## config.mk

```make
export PLATFORM = sky130hd
export DESIGN_NAME = fetch_sequencer
export DESIGN_NICKNAME = d
export VERILOG_FILES = /design/src/rtl/fetch_pkg.sv /design/src/rtl/fetch_branch_decode.sv /design/src/rtl/fetch_sequencer.sv
export SDC_FILE = /design/constraint.sdc
export NUM_CORES = 1
export LEC_CHECK = 0
export ABC_AREA = 1
export CORE_MARGIN = 2
export CORE_UTILIZATION = 40
export DETAILED_ROUTE_END_ITERATION = 12
export PLACE_DENSITY = 0.86
export SYNTH_ARGS = -nofsm -noshare
export SYNTH_HDL_FRONTEND = slang
export SYNTH_SLANG_ARGS = --single-unit
```

## constraint.sdc

```tcl
create_clock -name Clock -period 2.8 [get_ports Clock]
set_input_delay 0.84 -clock Clock [delete_from_list [all_inputs] [get_ports Clock]]
set_output_delay 0.84 -clock Clock [all_outputs]
set_load 0.02 [all_outputs]
```

## src/rtl/fetch_pkg.sv

```systemverilog
// Shared types and constants for the fetch sequencer.
// DRAIN is only encoded when FETCH_REDIRECT_EN is defined.
package fetch_pkg;

    localparam int ADDR_W  = 16;
    localparam int INSTR_W = 16;

    localparam logic [3:0] OP_JMP = 4'hF;
    localparam logic [3:0] OP_BRF = 4'hE;

    typedef enum logic [1:0] {
        START = 2'd0,
        FETCH = 2'd1,
        ISSUE = 2'd2
`ifdef FETCH_REDIRECT_EN
        ,
        DRAIN = 2'd3
`endif
    } fetch_state_t;

endpackage

```

## src/rtl/fetch_branch_decode.sv

```systemverilog
// Combinational decode of JMP/BRF words returned by memory.
// Jump targets stay inside the current 4K page of the PC.
module fetch_branch_decode
    import fetch_pkg::*;
#(
    parameter int ADDR_W  = fetch_pkg::ADDR_W,
    parameter int INSTR_W = fetch_pkg::INSTR_W
) (
    input  logic [INSTR_W-1:0] MemData,
    input  logic [ADDR_W-1:0]  PcValue,
    output logic               is_jmp,
    output logic               is_brf,
    output logic [ADDR_W-1:0]  jmp_target,
    output logic [8:0]         offset
);

    logic unused_pc_low;

    assign is_jmp     = MemData[INSTR_W-1 -: 4] == OP_JMP;
    assign is_brf     = MemData[INSTR_W-1 -: 4] == OP_BRF;
    assign jmp_target = {PcValue[ADDR_W-1:12], MemData[11:0]};
    assign offset     = {1'b0, MemData[7:0]};

    assign unused_pc_low = ^PcValue[11:0];

endmodule

```

## src/rtl/fetch_sequencer.sv

```systemverilog
// Fetch sequencer: drives PC load/offset, memory req/ack and issue handshake.
// Define FETCH_REDIRECT_EN to add execute-stage redirects and the DRAIN state.
module fetch_sequencer
    import fetch_pkg::*;
#(
    parameter int ADDR_W  = fetch_pkg::ADDR_W,
    parameter int INSTR_W = fetch_pkg::INSTR_W
) (
    input  logic               Clock,
    input  logic               nReset,
    input  logic [ADDR_W-1:0]  PcValue,
    output logic               PcLoadEnable,
    output logic [ADDR_W-1:0]  PcLoadValue,
    output logic               PcOffsetEnable,
    output logic [8:0]         PcOffset,
    output logic               MemReq,
    output logic [ADDR_W-1:0]  MemAddr,
    input  logic               MemAck,
    input  logic [INSTR_W-1:0] MemData,
`ifdef FETCH_REDIRECT_EN
    input  logic               RedirectValid,
    input  logic [ADDR_W-1:0]  RedirectTarget,
`endif
    output logic               InstrValid,
    input  logic               InstrReady,
    output logic [INSTR_W-1:0] Instr,
    output logic [ADDR_W-1:0]  InstrAddr
);

    fetch_state_t state, state_nxt;

    logic              is_jmp;
    logic              is_brf;
    logic [ADDR_W-1:0] jmp_target;
    logic [8:0]        br_off;
    logic              redir;
    logic [ADDR_W-1:0] redir_tgt;
    logic              ack_fetch;
    logic              fire;

    fetch_branch_decode #(
        .ADDR_W  (ADDR_W),
        .INSTR_W (INSTR_W)
    ) u_dec (
        .MemData    (MemData),
        .PcValue    (PcValue),
        .is_jmp     (is_jmp),
        .is_brf     (is_brf),
        .jmp_target (jmp_target),
        .offset     (br_off)
    );

    assign fire      = InstrValid && InstrReady;
    assign ack_fetch = (state == FETCH) && MemAck;

`ifdef FETCH_REDIRECT_EN
    logic [ADDR_W-1:0] addr_q;

    assign redir     = RedirectValid;
    assign redir_tgt = RedirectTarget;
    assign MemReq    = (state == FETCH) || (state == DRAIN);
    // PC already points at the redirect target while the old request drains
    assign MemAddr   = (state == DRAIN) ? addr_q : PcValue;

    always_ff @(posedge Clock or negedge nReset) begin
        if (!nReset) begin
            addr_q <= '0;
        end else if (state == FETCH) begin
            addr_q <= PcValue;
        end
    end
`else
    assign redir     = 1'b0;
    assign redir_tgt = '0;
    assign MemReq    = state == FETCH;
    assign MemAddr   = PcValue;
`endif

    always_comb begin
        PcLoadEnable   = 1'b1;
        PcLoadValue    = PcValue;
        PcOffsetEnable = 1'b0;
        PcOffset       = br_off;
        if (redir) begin
            PcLoadValue = redir_tgt;
        end else if (ack_fetch) begin
            if (is_jmp) begin
                PcLoadValue = jmp_target;
            end else if (is_brf) begin
                PcLoadEnable   = 1'b0;
                PcOffsetEnable = 1'b1;
            end else begin
                PcLoadEnable = 1'b0;
            end
        end
    end

    always_comb begin
        state_nxt = state;
        case (state)
            START: state_nxt = FETCH;
            FETCH: begin
                if (MemAck) begin
                    state_nxt = redir ? FETCH : ISSUE;
                end
`ifdef FETCH_REDIRECT_EN
                else if (redir) begin
                    state_nxt = DRAIN;
                end
`endif
            end
            ISSUE: begin
                if (fire || redir) begin
                    state_nxt = FETCH;
                end
            end
`ifdef FETCH_REDIRECT_EN
            DRAIN: begin
                if (MemAck) begin
                    state_nxt = FETCH;
                end
            end
`endif
            default: state_nxt = START;
        endcase
    end

    always_ff @(posedge Clock or negedge nReset) begin
        if (!nReset) begin
            state      <= START;
            InstrValid <= 1'b0;
            Instr      <= '0;
            InstrAddr  <= '0;
        end else begin
            state <= state_nxt;
            if (ack_fetch && !redir) begin
                InstrValid <= 1'b1;
                Instr      <= MemData;
                InstrAddr  <= PcValue;
            end else if ((state == ISSUE) && (fire || redir)) begin
                InstrValid <= 1'b0;
            end
        end
    end

endmodule

```

==> results.py, run 1 <==
metrics = {
    "worst_setup_path": {
        "r2r-end": "Instr[12]",
        "cp_top_family": "buffers and inverters",
        "r2r_slack_ns": 1.43,
        "critPathLaunchType": "input port",
        "crit_start": "MemData[12]",
        "worstPathRequired_ns": 1.96,
        "path_depth": 8,
        "worst-path-buf-inv": 4,
        "critPathKind": "in -> out",
        "path_max_fanout": 5,
        "r2r_cells": 5,
        "crit_chain": "dlygate4sd2_1, nand2_2, nor2_4, buf_6, buf_12, nand3_1, nand2_1, buf_4",
        "critPathArrivalTime_ns": 1.87,
        "cp_slowest_cell": "dlygate4sd2_1",
        "endpoint": "PcLoadValue[3]",
        "critical_path.max_stage_delay_ns": 0.25,
        "setup.worst_path.end_class": "primary output",
        "timing.rr.start": "state[1]",
    },
    "routing": {
        "drc_errors": 0,
        "routedWlPerCell_um": 13.1,
        "ant_nets": 0,
        "drtPass1Iterations": 4,
        "avgViaCountPerCell": 4.55,
        "drtIter0Drc": 111,
        "drt-total-wl_um": 5110,
        "vias": 1776,
    },
    "clock_network": {
        "cts_buffers": 5,
        "cts_buffer_depth": 2,
        "htree_levels": 2,
        "clkLatencyLatePin_ns": 0.29,
        "postCtsHoldBufs": 0,
        "clock-root-buffer": "clkbuf_8",
        "clk_pin_slew_worst_paths_ns": 0.07,
        "cts_tree": "built",
        "numClockSinks": 35,
    },
    "yosys": {
        "syn_inst": 228,
        "synth_area_leader_cell": "dfrtp_1",
        "synth_area_leaders": "dfrtp_1 (48%), nand2_1 (26%), buf_4 (14%)",
        "seq_area_frac_synth_pct": 48.3,
        "synth_area_sq_um": 1810,
        "ys_ff_latch": 35,
        "synth.distinct_cells": 15,
        "yosys.area.top_type_share_pct": 48.3,
        "synth_warnings": 0,
        "synth_area_per_cell_sq_um": 7.96,
        "synth_nets": 264,
    },
    "cells_and_area": {
        "drive_gt1_share_pct": 17.5,
        "synthToLayoutAreaGrowth_pct": 68.8,
        "finalCoreUtilization_pct": 70.3,
        "nets": 373,
        "fin_cells": 390,
        "nFillCells": 355,
        "diodes": 0,
    },
    "grt": {
        "grtUsageTotal_pct": 20.4,
        "grt_max_degree": 36,
        "grt-ovfl-total": 0,
        "grt_pass1_wl_um": 8200,
        "grt_pass1_vias": 1697,
        "antenna_found_initial": 0,
    },
    "floorplanning": {
        "start_util_pct": 41.7,
        "num_rows": 24,
        "dieArea_sq_um": 5090,
        "ios": 113,
        "die_h_um": 71.3,
        "dieWidth_um": 71.3,
        "core_area_sq_um": 4350,
    },
    "sta": {
        "setup_viol": 0,
        "slew_headroom_pct": 49.4,
        "clock-skew-final_ns": 0.0103,
        "min_period_ns": 2.71,
        "final_min_period_over_clock_period_pct": 96.9,
        "grt_setup_unrepaired": "false",
        "tightest_slew_ns": 0.759,
        "hold_viol": 0,
        "final-max-slew-violation-count": 0,
        "fin_hold_ws_ns": 0.470,
        "fmax_mhz": 369,
    },
    "place": {
        "dp_hpwl_um": 3590,
        "dp_cells": 376,
        "port_buffers": 111,
        "gp_congestion": 0.709,
    },
    "outcome": {
        "outcome": "complete, no violations",
    },
    "power": {
        "powerDensity_nw_per_um2": 925,
        "leakagePower_nw": 1.68,
        "irDropWorstVdd_v": 0.000503,
    },
    "run": {
        "cap_viol_max_count": 0,
    },
    "min_path": {
        "worstHoldPathType": "reg -> reg",
        "hold_depth": 2,
    },
}
cell usage in the layout, fill, tap and decap left out:
cell type,count
clkbuf_8,7
dfrtp_1,35
clkdlybuf4s50_1,63
nor2_8,1
o21ai_0,3
nand2_2,3
buf_16,1
nor2_1,1
conb_1,1
nand3_1,15
buf_2,2
clkbuf_1,1
nor2_4,1
inv_1,2
inv_2,3
dlymetal6s2s_1,10
buf_12,4
nand2_4,3
nand2_1,123
buf_4,31
dlygate4sd2_1,25
buf_6,3
final cells by class:
cell class	instances	area, sq um	share of cell area, %
timing repair buffer	139	1360	44.4
tap	52	65.1	2.13
multi-input combinational	151	643	21.0
sequential	35	876	28.6
clock buffer	8	100	3.27
inverter	5	18.8	0.613
logic make-up after synthesis:
kind of cell	Yosys count	synth area share, %
other	1	0.207
buffers and inverters	43	17.4
DFF	35	48.3
AOI/OAI and AO/OA	3	0.827
and+or+nand+nor	146	33.2
flip-flops by register name (all words and copies together), names as in the netlist:
name,count
state,2
InstrAddr,16
InstrValid,1
Instr,16
layer usage:
layer	wire (um)	vias up	GRT usage, %
met1	2120	810	26.4
li1	-	886	-
met5	0	-	0
met4	48	0	5.66
met2	2570	74	33.8
met3	370	6	5.49
worst register-to-register path: stages (launching register included):
cell     delay [ns]
dfrtp_1        0.41
inv_2          0.07
nand2_4        0.07
inv_2          0.07
nand2_2        0.36
o21ai_0        0.30
per-stage QoR:
| stage | setup slack [ns] | total power [mW] | setup TNS, ns | cell area (sq um) |
|---|---|---|---|---|
| detailed placement | -0.607 | 2.43 | -8.54 | 2900 |
| finish | 0.0865 | 2.83 | 0 | 3060 |
| CTS | 0.000960 | 2.86 | 0 | 3040 |
| floorplan | 0.503 | 1.69 | 0 | 1810 |
| global placement | -0.591 | 2.39 | -8.25 | 2900 |
| global route | 0.0250 | 3.01 | 0 | 3060 |
synthesized netlist by cell type, drive strengths merged:
cell and count:
nor2 3, nand3 15, conb 1, nand2 128, dfrtp 35, buf 38
inv 5, o21ai 3
worst min path at each step:
| stage | slack, ns | end | startpoint |
|---|---|---|---|
| floorplan | 0.54 | InstrAddr[0] | nReset |
| global placement | 0.45 | InstrAddr[15] | InstrAddr[15] |
| detailed placement | 0.46 | InstrAddr[2] | InstrAddr[2] |
| CTS | 0.48 | InstrAddr[2] | InstrAddr[2] |
| global route | 0.50 | InstrAddr[5] | InstrAddr[5] |
| finish | 0.47 | InstrAddr[12] | InstrAddr[12] |
report_power, final:
part           internal [mW]  total, mW  switching [mW]
clock network          0.225      0.409           0.185
logic                  0.717       1.54           0.818
registers              0.749      0.888           0.139
repair_timing:
action	in CTS	in global routing
endpoints found under the hold margin	0	0
setup buffers	4	0
gates resized for setup	92	10
setup endpoints to repair	32	10
pin swaps	2	0
gates cloned	2	0
Note: power is estimated with default switching activity, not from simulation.
==> run 2, diff against run 1 <==
Settings changed: CAP_MARGIN set to 40.
==> results of run 2 <==
Same layout as run 1: the final DEF is identical, and so are final timing and power.
==> run 3, diff against run 2 <==
==> constraint.sdc (replaced) <==
create_clock -name Clock -period 2.8 [get_ports Clock]
set_input_delay 0.42 -clock Clock [delete_from_list [all_inputs] [get_ports Clock]]
set_output_delay 0.42 -clock Clock [all_outputs]
set_load 0.02 [all_outputs]
==> run 3 against run 2 <==
Combinational power shrank 4%. Hold slack lost 0.26 ns. Largest power group unchanged. Largest cell class unchanged. Highest routed layer unchanged. First-iteration DRC count shrank 9.0%. Fmax grew 3.6%. Clock power shrank 19%. Sequential cell count is the same. Sequential power shrank 1%.
==> results.py, run 3 (synthesis results as in run 1) <==
metrics = {
    "outcome": {
        "outcome": "complete, no violations",
    },
    "power": {
        "irDropWorstVdd_v": 0.000397,
        "p_sw_mw": 1.10,
        "seqPwrFrac_pct": 32.7,
        "leakagePower_nw": 1.38,
        "p_clk_share_pct": 12.3,
        "cellInternalPower_mw": 1.59,
        "swShare_pct": 41.0,
        "comb_power_share_pct": 55.1,
        "powerDensity_nw_per_um2": 954,
    },
    "routing": {
        "drtPass1Iterations": 4,
        "drc_errors": 0,
        "avgViaCountPerCell": 4.59,
        "drtIter0Drc": 101,
        "ant_nets": 0,
        "routedWlPerCell_um": 13.1,
        "vias": 1670,
        "drt-total-wl_um": 4780,
    },
    "worst_setup_path": {
        "setup.worst_path.end_class": "primary output",
        "critPathKind": "in -> out",
        "worst-path-buf-inv": 3,
        "critPathLaunchType": "input port",
        "r2r_slack_ns": 1.42,
        "critical_path.max_stage_delay_ns": 0.54,
        "cp_top_family": "buffers and inverters",
        "critPathArrivalTime_ns": 2.20,
        "cp_slowest_cell": "clkdlybuf4s50_1",
        "worstPathRequired_ns": 2.38,
        "path_max_fanout": 15,
        "crit_chain": "clkdlybuf4s50_1, inv_2, nor2_8, nand2_2, nand2_1, nand2_1, clkdlybuf4s50_1",
    },
    "clock_network": {
        "cts-resized-gates": 0,
        "clk_pin_slew_worst_paths_ns": 0.06,
        "cts_buffer_depth": 2,
        "cts_tree": "built",
        "numClockSinks": 35,
        "postCtsHoldBufs": 0,
        "clock-root-buffer": "clkbuf_8",
        "htree_levels": 2,
        "post-cts-setup-buffers": 0,
        "cts_buffers": 5,
        "clkLatencyLatePin_ns": 0.28,
    },
    "sta": {
        "clock-skew-final_ns": 0.00324,
        "slew_headroom_pct": 48.5,
        "grt_setup_unrepaired": "false",
        "min_period_ns": 2.62,
        "setup_viol": 0,
        "tns_ns": 0,
        "final_min_period_over_clock_period_pct": 93.6,
        "fmax_mhz": 382,
        "hold_viol": 0,
        "final-max-slew-violation-count": 0,
        "tightest_slew_ns": 0.773,
    },
    "cells_and_area": {
        "mostFrequentLayoutCells": "nand2_1 (125), clkdlybuf4s50_1 (110), dfrtp_1 (35)",
        "final_common_cell": "nand2_1",
        "nets": 349,
        "nFillCells": 378,
        "diodes": 0,
        "finalCoreUtilization_pct": 64.8,
        "drive_gt1_share_pct": 6.09,
        "synthToLayoutAreaGrowth_pct": 55.6,
        "reg_top3": "InstrAddr (16), Instr (16), state (2)",
    },
    "place": {
        "dp_hpwl_um": 3590,
        "gp_congestion": 0.718,
        "port_buffers": 111,
    },
    "min_path": {
        "worstHoldPathType": "in -> async",
    },
    "grt": {
        "grt-ovfl-total": 0,
        "grtUsageTotal_pct": 19.3,
        "grt_pass1_vias": 1685,
        "grt_pass1_wl_um": 7700,
        "antenna_found_initial": 0,
        "grt_max_degree": 36,
    },
    "floorplanning": {
        "ios": 113,
        "dieWidth_um": 71.3,
        "dieArea_sq_um": 5090,
        "start_util_pct": 41.7,
        "die_h_um": 71.3,
        "core_area_sq_um": 4350,
        "num_rows": 24,
    },
    "run": {
        "cap_viol_max_count": 0,
    },
}
-- run 3: worst paths after layout --
check / cells past startpoint / end / startpoint
max in group asynchronous: 1 / Instr[1] / nReset
worst max register to register: 6 / Instr[15] / state[1]
worst max-delay path: 7 / PcLoadValue[3] / MemAck
min in group Clock: 2 / Instr[6] / Instr[6]
worst min register to register: 2 / Instr[6] / Instr[6]
worst min-delay path: 1 / InstrValid / nReset
-- run 3: layout make-up --
cell class	instances	area (sq um)	area share, %
repair buffers	116	1170	41.4
flip-flops and latches	35	876	31.0
multi-input cells	150	622	22.0
clock buffers	6	72.6	2.57
well taps	52	65.1	2.30
inverters	5	18.8	0.665
-- run 3: routing by layer --
metal	vias to the layer above	global-route usage, %	share of wire (%)
met1	761	23.5	41
li1	830	-	-
met5	-	0	0
met2	72	32.9	49
met3	7	4.92	8.5
met4	0	7.55	1.3
-- run 3: worst register-to-register path: cells and delay by family, from the launching register on --
kind	cells	cell delay, ns
AND/OR/NAND/NOR	4	0.73
flip-flops	1	0.40
buffers and inverters	2	0.15
-- run 3: power groups by stage --
stage / logic (mW) / registers (mW) / clock network, mW
2_1_floorplan: 0.527 / 1.17 / 0
3_3_place_gp: 1.46 / 0.878 / 0
3_5_place_dp: 1.49 / 0.889 / 0
4_1_cts: 1.50 / 0.882 / 0.340
5_1_grt: 1.60 / 0.909 / 0.361
6_report: 1.48 / 0.879 / 0.331
-- run 3: metrics by stage --
| stage | area (sq um) | std cells | power, mW | setup WS (ns) | hold slack, ns |
|---|---|---|---|---|---|
| after floorplan | 1810 | 228 | 1.69 | 1.34 | 0.124 |
| after global placement | 2750 | 358 | 2.34 | 0.205 | 0.453 |
| after detailed placement | 2750 | 358 | 2.38 | 0.173 | 0.458 |
| after CTS | 2820 | 364 | 2.72 | 0.170 | 0.241 |
| after global routing | 2820 | 364 | 2.87 | 0.0519 | 0.277 |
| final | 2820 | 364 | 2.69 | 0.180 | 0.211 |
